==> src/rtl/mdu_sequencer.sv <==
// RV64M multiply/divide sequencer: one-bit-per-cycle shift-add multiply and
// restoring divide behind a valid/ready handshake, with flush and sign fixup.

package mdu_pkg;
  typedef enum logic [2:0] {
    MDU_MUL  = 3'd0,
    MDU_MULW = 3'd1,
    MDU_DIV  = 3'd2,
    MDU_REM  = 3'd3,
    MDU_REMU = 3'd4
  } mdu_op_t;
endpackage

module mdu_sequencer
  import mdu_pkg::*;
#(
  parameter int unsigned WIDTH = 64
) (
  input  logic             clk,
  input  logic             reset,
  input  logic             in_valid,
  output logic             in_ready,
  input  mdu_op_t          mduop,
  input  logic [WIDTH-1:0] src_a,
  input  logic [WIDTH-1:0] src_b,
  input  logic             flush,
  output logic             busy,
  output logic             done,
  output logic [WIDTH-1:0] result
);

  localparam int unsigned HALF  = WIDTH / 2;
  localparam int unsigned CNT_W = $clog2(WIDTH + 1);
  localparam logic [WIDTH-1:0] MIN_NEG = {1'b1, {(WIDTH-1){1'b0}}};

  typedef enum logic [1:0] {S_IDLE, S_ITER, S_FIX, S_DONE} state_t;

  state_t           state_q, state_d;
  mdu_op_t          op_q, op_n;
  logic [CNT_W-1:0] cnt_q;
  logic [WIDTH-1:0] acc_q;   // product accumulator / partial remainder
  logic [WIDTH-1:0] opa_q;   // multiplier / dividend shifting into quotient
  logic [WIDTH-1:0] opb_q;   // multiplicand / divisor
  logic             neg_quo_q, neg_rem_q;

  logic             accept;
  logic             is_signed_div, is_any_div, b_zero, ovf, special;
  logic [WIDTH-1:0] special_res, abs_a, abs_b;
  logic [WIDTH:0]   rem_sh, diff;

  assign in_ready = (state_q == S_IDLE) & ~reset;
  assign busy     = (state_q != S_IDLE);
  assign done     = (state_q == S_DONE) & ~flush;
  assign accept   = in_valid & in_ready & ~flush;

  // Undefined encodings fall back to MUL.
  always_comb begin
    op_n = MDU_MUL;
    case (mduop)
      MDU_MULW, MDU_DIV, MDU_REM, MDU_REMU: op_n = mduop;
      default:                              op_n = MDU_MUL;
    endcase
  end

  // Divide-by-zero and signed overflow resolve in the accept cycle.
  always_comb begin
    is_signed_div = (op_n == MDU_DIV) | (op_n == MDU_REM);
    is_any_div    = is_signed_div | (op_n == MDU_REMU);
    b_zero        = (src_b == '0);
    ovf           = (src_a == MIN_NEG) & (src_b == '1);
    special       = (is_any_div & b_zero) | (is_signed_div & ovf);
    special_res   = src_a;
    if (op_n == MDU_DIV && b_zero)     special_res = '1;
    else if (op_n == MDU_REM && !b_zero) special_res = '0;
    abs_a = src_a[WIDTH-1] ? WIDTH'(-src_a) : src_a;
    abs_b = src_b[WIDTH-1] ? WIDTH'(-src_b) : src_b;
  end

  always_comb begin
    rem_sh = {acc_q, opa_q[WIDTH-1]};
    diff   = rem_sh - {1'b0, opb_q};
  end

  always_ff @(posedge clk) begin
    if (reset) state_q <= S_IDLE;
    else       state_q <= state_d;
  end

  always_comb begin
    state_d = state_q;
    case (state_q)
      S_IDLE: if (accept) state_d = special ? S_DONE : S_ITER;
      S_ITER: if (cnt_q == CNT_W'(1)) state_d = S_FIX;
      S_FIX:  state_d = S_DONE;
      S_DONE: state_d = S_IDLE;
      default: state_d = S_IDLE;
    endcase
    if (flush) state_d = S_IDLE;
  end

  // Datapath; a flush freezes everything, including result.
  always_ff @(posedge clk) begin
    if (reset) begin
      result    <= '0;
      cnt_q     <= '0;
      acc_q     <= '0;
      opa_q     <= '0;
      opb_q     <= '0;
      op_q      <= MDU_MUL;
      neg_quo_q <= 1'b0;
      neg_rem_q <= 1'b0;
    end else if (!flush) begin
      case (state_q)
        S_IDLE: begin
          if (accept) begin
            if (special) begin
              result <= special_res;
            end else begin
              op_q      <= op_n;
              cnt_q     <= (op_n == MDU_MULW) ? CNT_W'(HALF) : CNT_W'(WIDTH);
              acc_q     <= '0;
              neg_quo_q <= src_a[WIDTH-1] ^ src_b[WIDTH-1];
              neg_rem_q <= src_a[WIDTH-1];
              if (is_signed_div) begin
                opa_q <= abs_a;
                opb_q <= abs_b;
              end else if (is_any_div) begin
                opa_q <= src_a;
                opb_q <= src_b;
              end else begin
                opa_q <= src_b;
                opb_q <= src_a;
              end
            end
          end
        end
        S_ITER: begin
          cnt_q <= cnt_q - CNT_W'(1);
          if (op_q == MDU_MUL || op_q == MDU_MULW) begin
            if (opa_q[0]) acc_q <= acc_q + opb_q;
            opb_q <= opb_q << 1;
            opa_q <= opa_q >> 1;
          end else if (!diff[WIDTH]) begin
            acc_q <= diff[WIDTH-1:0];
            opa_q <= {opa_q[WIDTH-2:0], 1'b1};
          end else begin
            acc_q <= rem_sh[WIDTH-1:0];
            opa_q <= {opa_q[WIDTH-2:0], 1'b0};
          end
        end
        S_FIX: begin
          case (op_q)
            MDU_MULW: result <= {{HALF{acc_q[HALF-1]}}, acc_q[HALF-1:0]};
            MDU_DIV:  result <= neg_quo_q ? WIDTH'(-opa_q) : opa_q;
            MDU_REM:  result <= neg_rem_q ? WIDTH'(-acc_q) : acc_q;
            MDU_REMU: result <= acc_q;
            default:  result <= acc_q;
          endcase
        end
        default: ;
      endcase
    end
  end

endmodule
==> config.mk <==
export PLATFORM = sky130hd
export DESIGN_NAME = mdu_sequencer
export DESIGN_NICKNAME = d
export VERILOG_FILES = /design/src/rtl/mdu_sequencer.sv
export SDC_FILE = /design/constraint.sdc
export NUM_CORES = 2
export LEC_CHECK = 0
export CAP_MARGIN = 20
export CORE_MARGIN = 10
export CORE_UTILIZATION = 37
export CTS_CLUSTER_DIAMETER = 50
export DETAILED_ROUTE_END_ITERATION = 12
export SYNTH_ARGS = -nofsm -noshare
export SYNTH_HDL_FRONTEND = slang
export SYNTH_SLANG_ARGS = --single-unit
==> constraint.sdc <==
create_clock -name clk -period 5.1 [get_ports clk]
set_input_delay 1.53 -clock clk [delete_from_list [all_inputs] [get_ports clk]]
set_output_delay 1.53 -clock clk [all_outputs]
set_load 0.01 [all_outputs]
# Word-level counts from Yosys, hierarchy flattened
# Index checks and enable logic that the tools add are counted.
classes:
  addsub: 7
  multipliers: 0
  div_mod_pow: 0
  n_lt_le_gt_ge: 0
  eq_ne: 23
  shifts: 0
  muxes: 38
  n_bitwise: 14
  n_reduce_logical: 18
ops:
  columns: ["op", "n"]
  rows:
  - ["$mux 64", 23]
  - ["$pmux 64 s2", 4]
  - ["$neg 64->64", 4]
  - ["$pmux 64 s3", 1]
  - ["$eq 64x64->1 const B", 2]
  - ["$sub 65x64->65", 1]
  - ["$add 64x64->64", 1]
  - ["$logic_not 64->1", 1]
  - ["$mux 7", 3]
  - ["$eq 3x2->1 const B", 6]
  - ["$pmux 7 s2", 1]
  - ["$reduce_and 4->1", 3]
  - ["$ne 2x2->1 const B", 5]
  - ["$reduce_and 5->1", 2]
  - ["$eq 3x1->1 const B", 3]
  - ["$pmux 2 s4", 1]
  - ["$and 1x1->1", 7]
  - ["$eq 7x1->1 const B", 1]
  - ["$sub 7x1->7 const B", 1]
  - ["$eq 3x3->1 const B", 2]
  - ["$mux 2", 3]
  - ["$reduce_bool 2->1", 3]
  - ["$eq 2x2->1 const B", 2]
  - ["$reduce_or 4->1", 1]
  - ["other kinds (14)", 19]
totals:
  regBits: 270
  latch_bits: 0
  mem_bits_rw: 0
  rom_bits: 0
  in_bits: 135
  output_inout_bits: 67
  elab_cells: 109
  n_memories: 0

# Longest topological paths before layout
logic_depth:
  ltp_word: 11
  ltp_mapped: 17
  depth_no_buf: 14

# Worst setup path before layout
# No wires, ideal clock.
synth_path:
  path_type: "in2reg"
  start: "in src_a[31]"
  end: "reg acc_q[57]"
  setup_ns: 0.122
  arrival_ns: 4.285
  t_required_ns: 4.978
  path_slack_ns: 0.693
  cell_stages: 12
  path_buffers: 2
  cell_sequence: "or4_1 -> or4_4 -> nor4_2 -> nand4_1 -> o32a_1 -> nand2b_1 -> a21oi_1 -> buf_2 -> inv_2 -> nor2_1 -> buf_2 -> a221o_1"
synth_via:
  elab_chain_cells: 6
synth_lines:
  columns: ["item", "line_no", "text"]
  rows:
  - ["start, declared", "24", "input logic [WIDTH-1:0] src_a,"]
  - ["$eq 64x64->1", "70", "ovf = (src_a == MIN_NEG) & (src_b == '1);"]
  - ["$and 1x1->1", "70", null]
  - ["$and 1x1->1", "71", "special = (is_any_div & b_zero) | (is_signed_div & ovf);"]
  - ["$or 1x1->1", "71", null]
  - ["$ne 2x2->1 (no line)", null, null]
  - ["$reduce_and 5->1 (no line)", null, null]
  - ["end signal, assigned", "140", "if (opa_q[0]) acc_q <= acc_q + opb_q;"]
  - ["end signal, assigned", "144", "acc_q <= diff[WIDTH-1:0];"]
  - ["end signal, assigned", "147", "acc_q <= rem_sh[WIDTH-1:0];"]
  - ["end, declared", "41", "logic [WIDTH-1:0] acc_q;"]
# No other way between the ends.
# A chain may end at the register's enable or synchronous reset.

# Final worst setup path
layout_path:
  start: "reg opa_q[63]"
  end: "reg acc_q[27]"
layout_via:
  elab_chain_cells: 4
layout_lines:
  columns: ["item", "line_no", "text"]
  rows:
  - ["start, declared", "42", "logic [WIDTH-1:0] opa_q;"]
  - ["start signal, assigned", "125", "opa_q <= abs_a;"]
  - ["start signal, assigned", "128", "opa_q <= src_a;"]
  - ["start signal, assigned", "131", "opa_q <= src_b;"]
  - ["$sub 65x64->65", "81", "diff = rem_sh - {1'b0, opb_q};"]
  - ["$mux 64", "143", "end else if (!diff[WIDTH]) begin"]
  - ["$mux 64", "139", "if (op_q == MDU_MUL || op_q == MDU_MULW) begin"]
  - ["$pmux 64 s2", "113", "case (state_q)"]
# No other way between the ends.

==> flow_summary.toml <==
[floorplanning]
fp-row-count = 103
die_width_um = 303
die-area_um2 = 91900
dieHeight_um = 303
initial_core_util_pct = 37.4
core_um2 = 79300
ios = 202

[timing]
finalSetupViolations = 0
rsz0062_at_grt = "false"
hold_viol_final = 0
post-route-min-period_ns = 4.70
relSlewSlack_pct = 23.5
tns_ns = 0
worst_slack_ns = 0.398
period_share_pct = 92.2
drv_slew = 0
clock_skew_ns = 0.0200
fmax_ghz = 0.213
worstMarginPinSlew_ns = 1.14

[clock_network]
postCtsResizedCells = 0
cts_inserted_buffers = 45
clock_tree.buffer_depth = 3
cts_tree = "done"
root_buffer = "clkbuf_16"
path_clk_slew_ns = 0.06
htreeDepth = 2
ctsHoldBuffers = 0
clock_sinks = 270
clock_latency_ns = 0.60
post_cts_buffers = 0

[global_route]
grt_pass1_vias = 33637
grt_start_max_net_pins = 144
gr-usage-all-layers_pct = 29.5
grt_pass1_wl_um = 211000
overflow = 0
antenna_found_initial = 2

[pwr]
ir_drop_mv = 0.179
p_per_area_nw_per_um2 = 206
total_power_mw = 7.48
leakage_nw = 13.9

[cells_and_area]
layout.nets = 5000
fillers = 8244
postLayoutCellArea_um2 = 36300
area_growth_pct = 22.3
multiInputGateArea_um2 = 22400
postLayoutCoreUtil_pct = 45.8
post_route_cells_drive_above_1_share_pct = 11.4
seqCellArea_um2 = 5410

[worst_setup_path]
r2r_slack_ns = 0.40
worst_setup_path_end_kind = "flip-flop"
path_class = "reg2reg"
critPathMostFrequentCell = "buf_4"
worst_ep_required_time_ns = 5.59
crit_arrival_ns = 5.19
critPathMaxFanout = 18
cp_cell_sequence = "inv_1 > buf_4 > ha_1 > fa_1 > nand2b_1 > a21o_1 > a211o_1 > a21oi_1 > buf_4 > o2111ai_1 > nand3_1 > buf_12 > o41ai_1 > buf_4 > or2_2 > buf_12 > o211ai_1 > a32o_1"
slowest_stage = "o41ai_1"
reg2reg_from = "opa_q[63]$_SDFFE_PP0P_"
reg2reg_depth = 18
r2r-end = "acc_q[27]$_SDFFE_PP0P_"
cp_slowest_stage_delay_ns = 0.69
critPathLaunchType = "flip-flop"

[route]
wire_per_inst_um = 24.5
drc = 0
drt_first_pass_iters = 9
routed_via_density = 6.33
antenna_left = 0
totalWireLength_um = 142000
num_vias = 36790
drtIter0Drc = 4319

[place]
place.gp.congestion = 1.00
place_hpwl_um = 111000
pre_cts_slack_ns = -0.102
dpl_cell_area_um2 = 34800
io_buffers = 201

[synth]
ys_ff_latch = 270
synthTopCellsByArea = "dfxtp_1, a21oi_1, nand2_1"
synth_largest_area_cell = "dfxtp_1"
async_flop_share_pct = 0
synthCells = 4477
syn_avg_cell_area_um2 = 6.63
synth_seq_area_share_pct = 18.2
synth_cell_types = 89
synth_top_area_share_pct = 18.2
synth_fp_nets = 4753
synth_edf_count = 0
ys.flop_type = "dfxtp_1"
ys_warn_count = 0
netlist_area_um2 = 29700

[worst_hold_path]
hold_depth = 2
hold_start = "cnt_q[5]$_SDFFE_PP0P_"
min_to = "cnt_q[5]$_SDFFE_PP0P_"
hold_path_class = "reg2reg"

[status]
outcome = "complete, no violations"

[run]
maxCapViolations = 0
==> critical path: cells and delay by family, from the launching register on <==
| kind | cells | cell delay, ns |
|---|---|---|
| buffers and inverters | 6 | 1.29 |
| AOI/OAI and AO/OA | 7 | 1.81 |
| and+or+nand+nor | 3 | 0.75 |
| DFF | 1 | 0.31 |
| adders and majority gates | 2 | 0.41 |
==> flip-flops by register name, summed over array words and instances, names as in the netlist, 2 cells and up <==
register / count
result: 64
cnt_q: 7
opb_q: 64
state_q: 2
opa_q: 64
op_q: 3
acc_q: 64
==> cells in the mapped netlist, types with 14 or more instances <==
cell      number
o22a_1        14
nor4_1        24
o21bai_1      50
o21a_1        22
a221o_1       14
dfxtp_1      270
mux2i_1       23
o211ai_1      89
nand4_1       81
nor3_1        97
a211oi_1      81
a311oi_1      43
nand3_1       96
a31oi_1      103
a221oi_1      30
o21ai_0      349
nand2_1      598
a22o_1        35
or4_1         35
a21o_1        85
nor2_1       431
nor2b_1       20
xor2_1        92
o22ai_1       55
o21ai_1       24
a21oi_1      499
nand2b_1      38
and3_1        21
buf_1         23
ha_1         139
or2_2         23
inv_1        134
buf_2         35
a22oi_1       14
xnor2_1       98
o31ai_1       70
o221ai_1      52
o41ai_1       32
clkbuf_1     308
or3_1         53
o31a_1        15
==> layout make-up <==
| type | count | area share, % |
|---|---|---|
| clock inverter | 29 | 0.800 |
| antenna | 1 | 0.00690 |
| timing repair buffer | 576 | 14.2 |
| tap | 1050 | 3.62 |
| multi-input combinational | 3693 | 61.7 |
| clock buffer | 52 | 3.32 |
| inverter | 138 | 1.43 |
| sequential | 270 | 14.9 |
==> worst max path at each step <==
stage / start / end / cells after the start
finish: opa_q[63]$_SDFFE_PP0P_ / acc_q[27]$_SDFFE_PP0P_ / 18
global route: opa_q[63]$_SDFFE_PP0P_ / acc_q[7]$_SDFFE_PP0P_ / 19
CTS: opa_q[63]$_SDFFE_PP0P_ / acc_q[27]$_SDFFE_PP0P_ / 18
detailed placement: src_a[31] / opb_q[41]$_SDFFE_PP0P_ / 13
global placement: src_a[31] / cnt_q[2]$_SDFFE_PP0P_ / 14
floorplan: src_a[31] / acc_q[57]$_SDFFE_PP0P_ / 12
==> power breakdown <==
group,switching [mW],total [mW],internal [mW]
Clock,1.31,3.16,1.84
Sequential,0.0532,2.20,2.14
Combinational,1.33,2.13,0.798
==> layout by cell type (no fill, tap or decap), types with 24 or more instances in the layout <==
cell	netlist	layout
a211oi_1	81	81
a21o_1	85	84
a21oi_1	499	497
a221oi_1	30	30
a22o_1	35	35
a311oi_1	43	43
a31oi_1	103	103
buf_12	0	27
buf_4	8	348
clkbuf_16	0	47
clkdlybuf4s50_1	0	198
dfxtp_1	270	267
ha_1	139	137
inv_1	134	134
nand2_1	598	597
nand2b_1	38	36
nand3_1	96	96
nand4_1	81	81
nor2_1	431	427
nor3_1	97	97
nor4_1	24	24
o211ai_1	89	89
o21ai_0	349	349
o21ai_1	24	24
o21bai_1	50	50
o221ai_1	52	52
o22ai_1	55	55
o31ai_1	70	70
o41ai_1	32	32
or3_1	53	53
or4_1	35	35
xnor2_1	98	98
xor2_1	92	92
==> per-stage QoR <==
step	hold slack [ns]	cells
6_report	0.476	5809
5_1_grt	0.505	5808
4_1_cts	0.474	5808
3_5_place_dp	0.466	5727
3_3_place_gp	0.469	5727
2_1_floorplan	0.449	4477
==> cells by family (layout without fill, tap and decap cells) <==
| kind of cell | after synthesis | count (layout) | synth area share (%) |
|---|---|---|---|
| AOI/OAI and AO/OA | 1752 | 1752 | 37.9 |
| xor gates and xnor gates | 190 | 190 | 5.61 |
| other | 0 | 1 | 0 |
| DFF | 270 | 270 | 18.2 |
| muxes | 26 | 26 | 0.890 |
| and+or+nand+nor | 1584 | 1584 | 24.5 |
| buffers and inverters | 514 | 795 | 6.80 |
| adders and majority gates | 141 | 141 | 6.00 |
==> routing by layer <==
metal / vias up / wire (um) / track usage [%]
met4: 2 / 9020 / 16.4
met2: 1968 / 62200 / 45.6
met3: 350 / 13100 / 4.69
met1: 17364 / 58100 / 38.8
li1: 17106 / - / -
met5: - / 11 / 0
(Power assumes the default switching activity.)
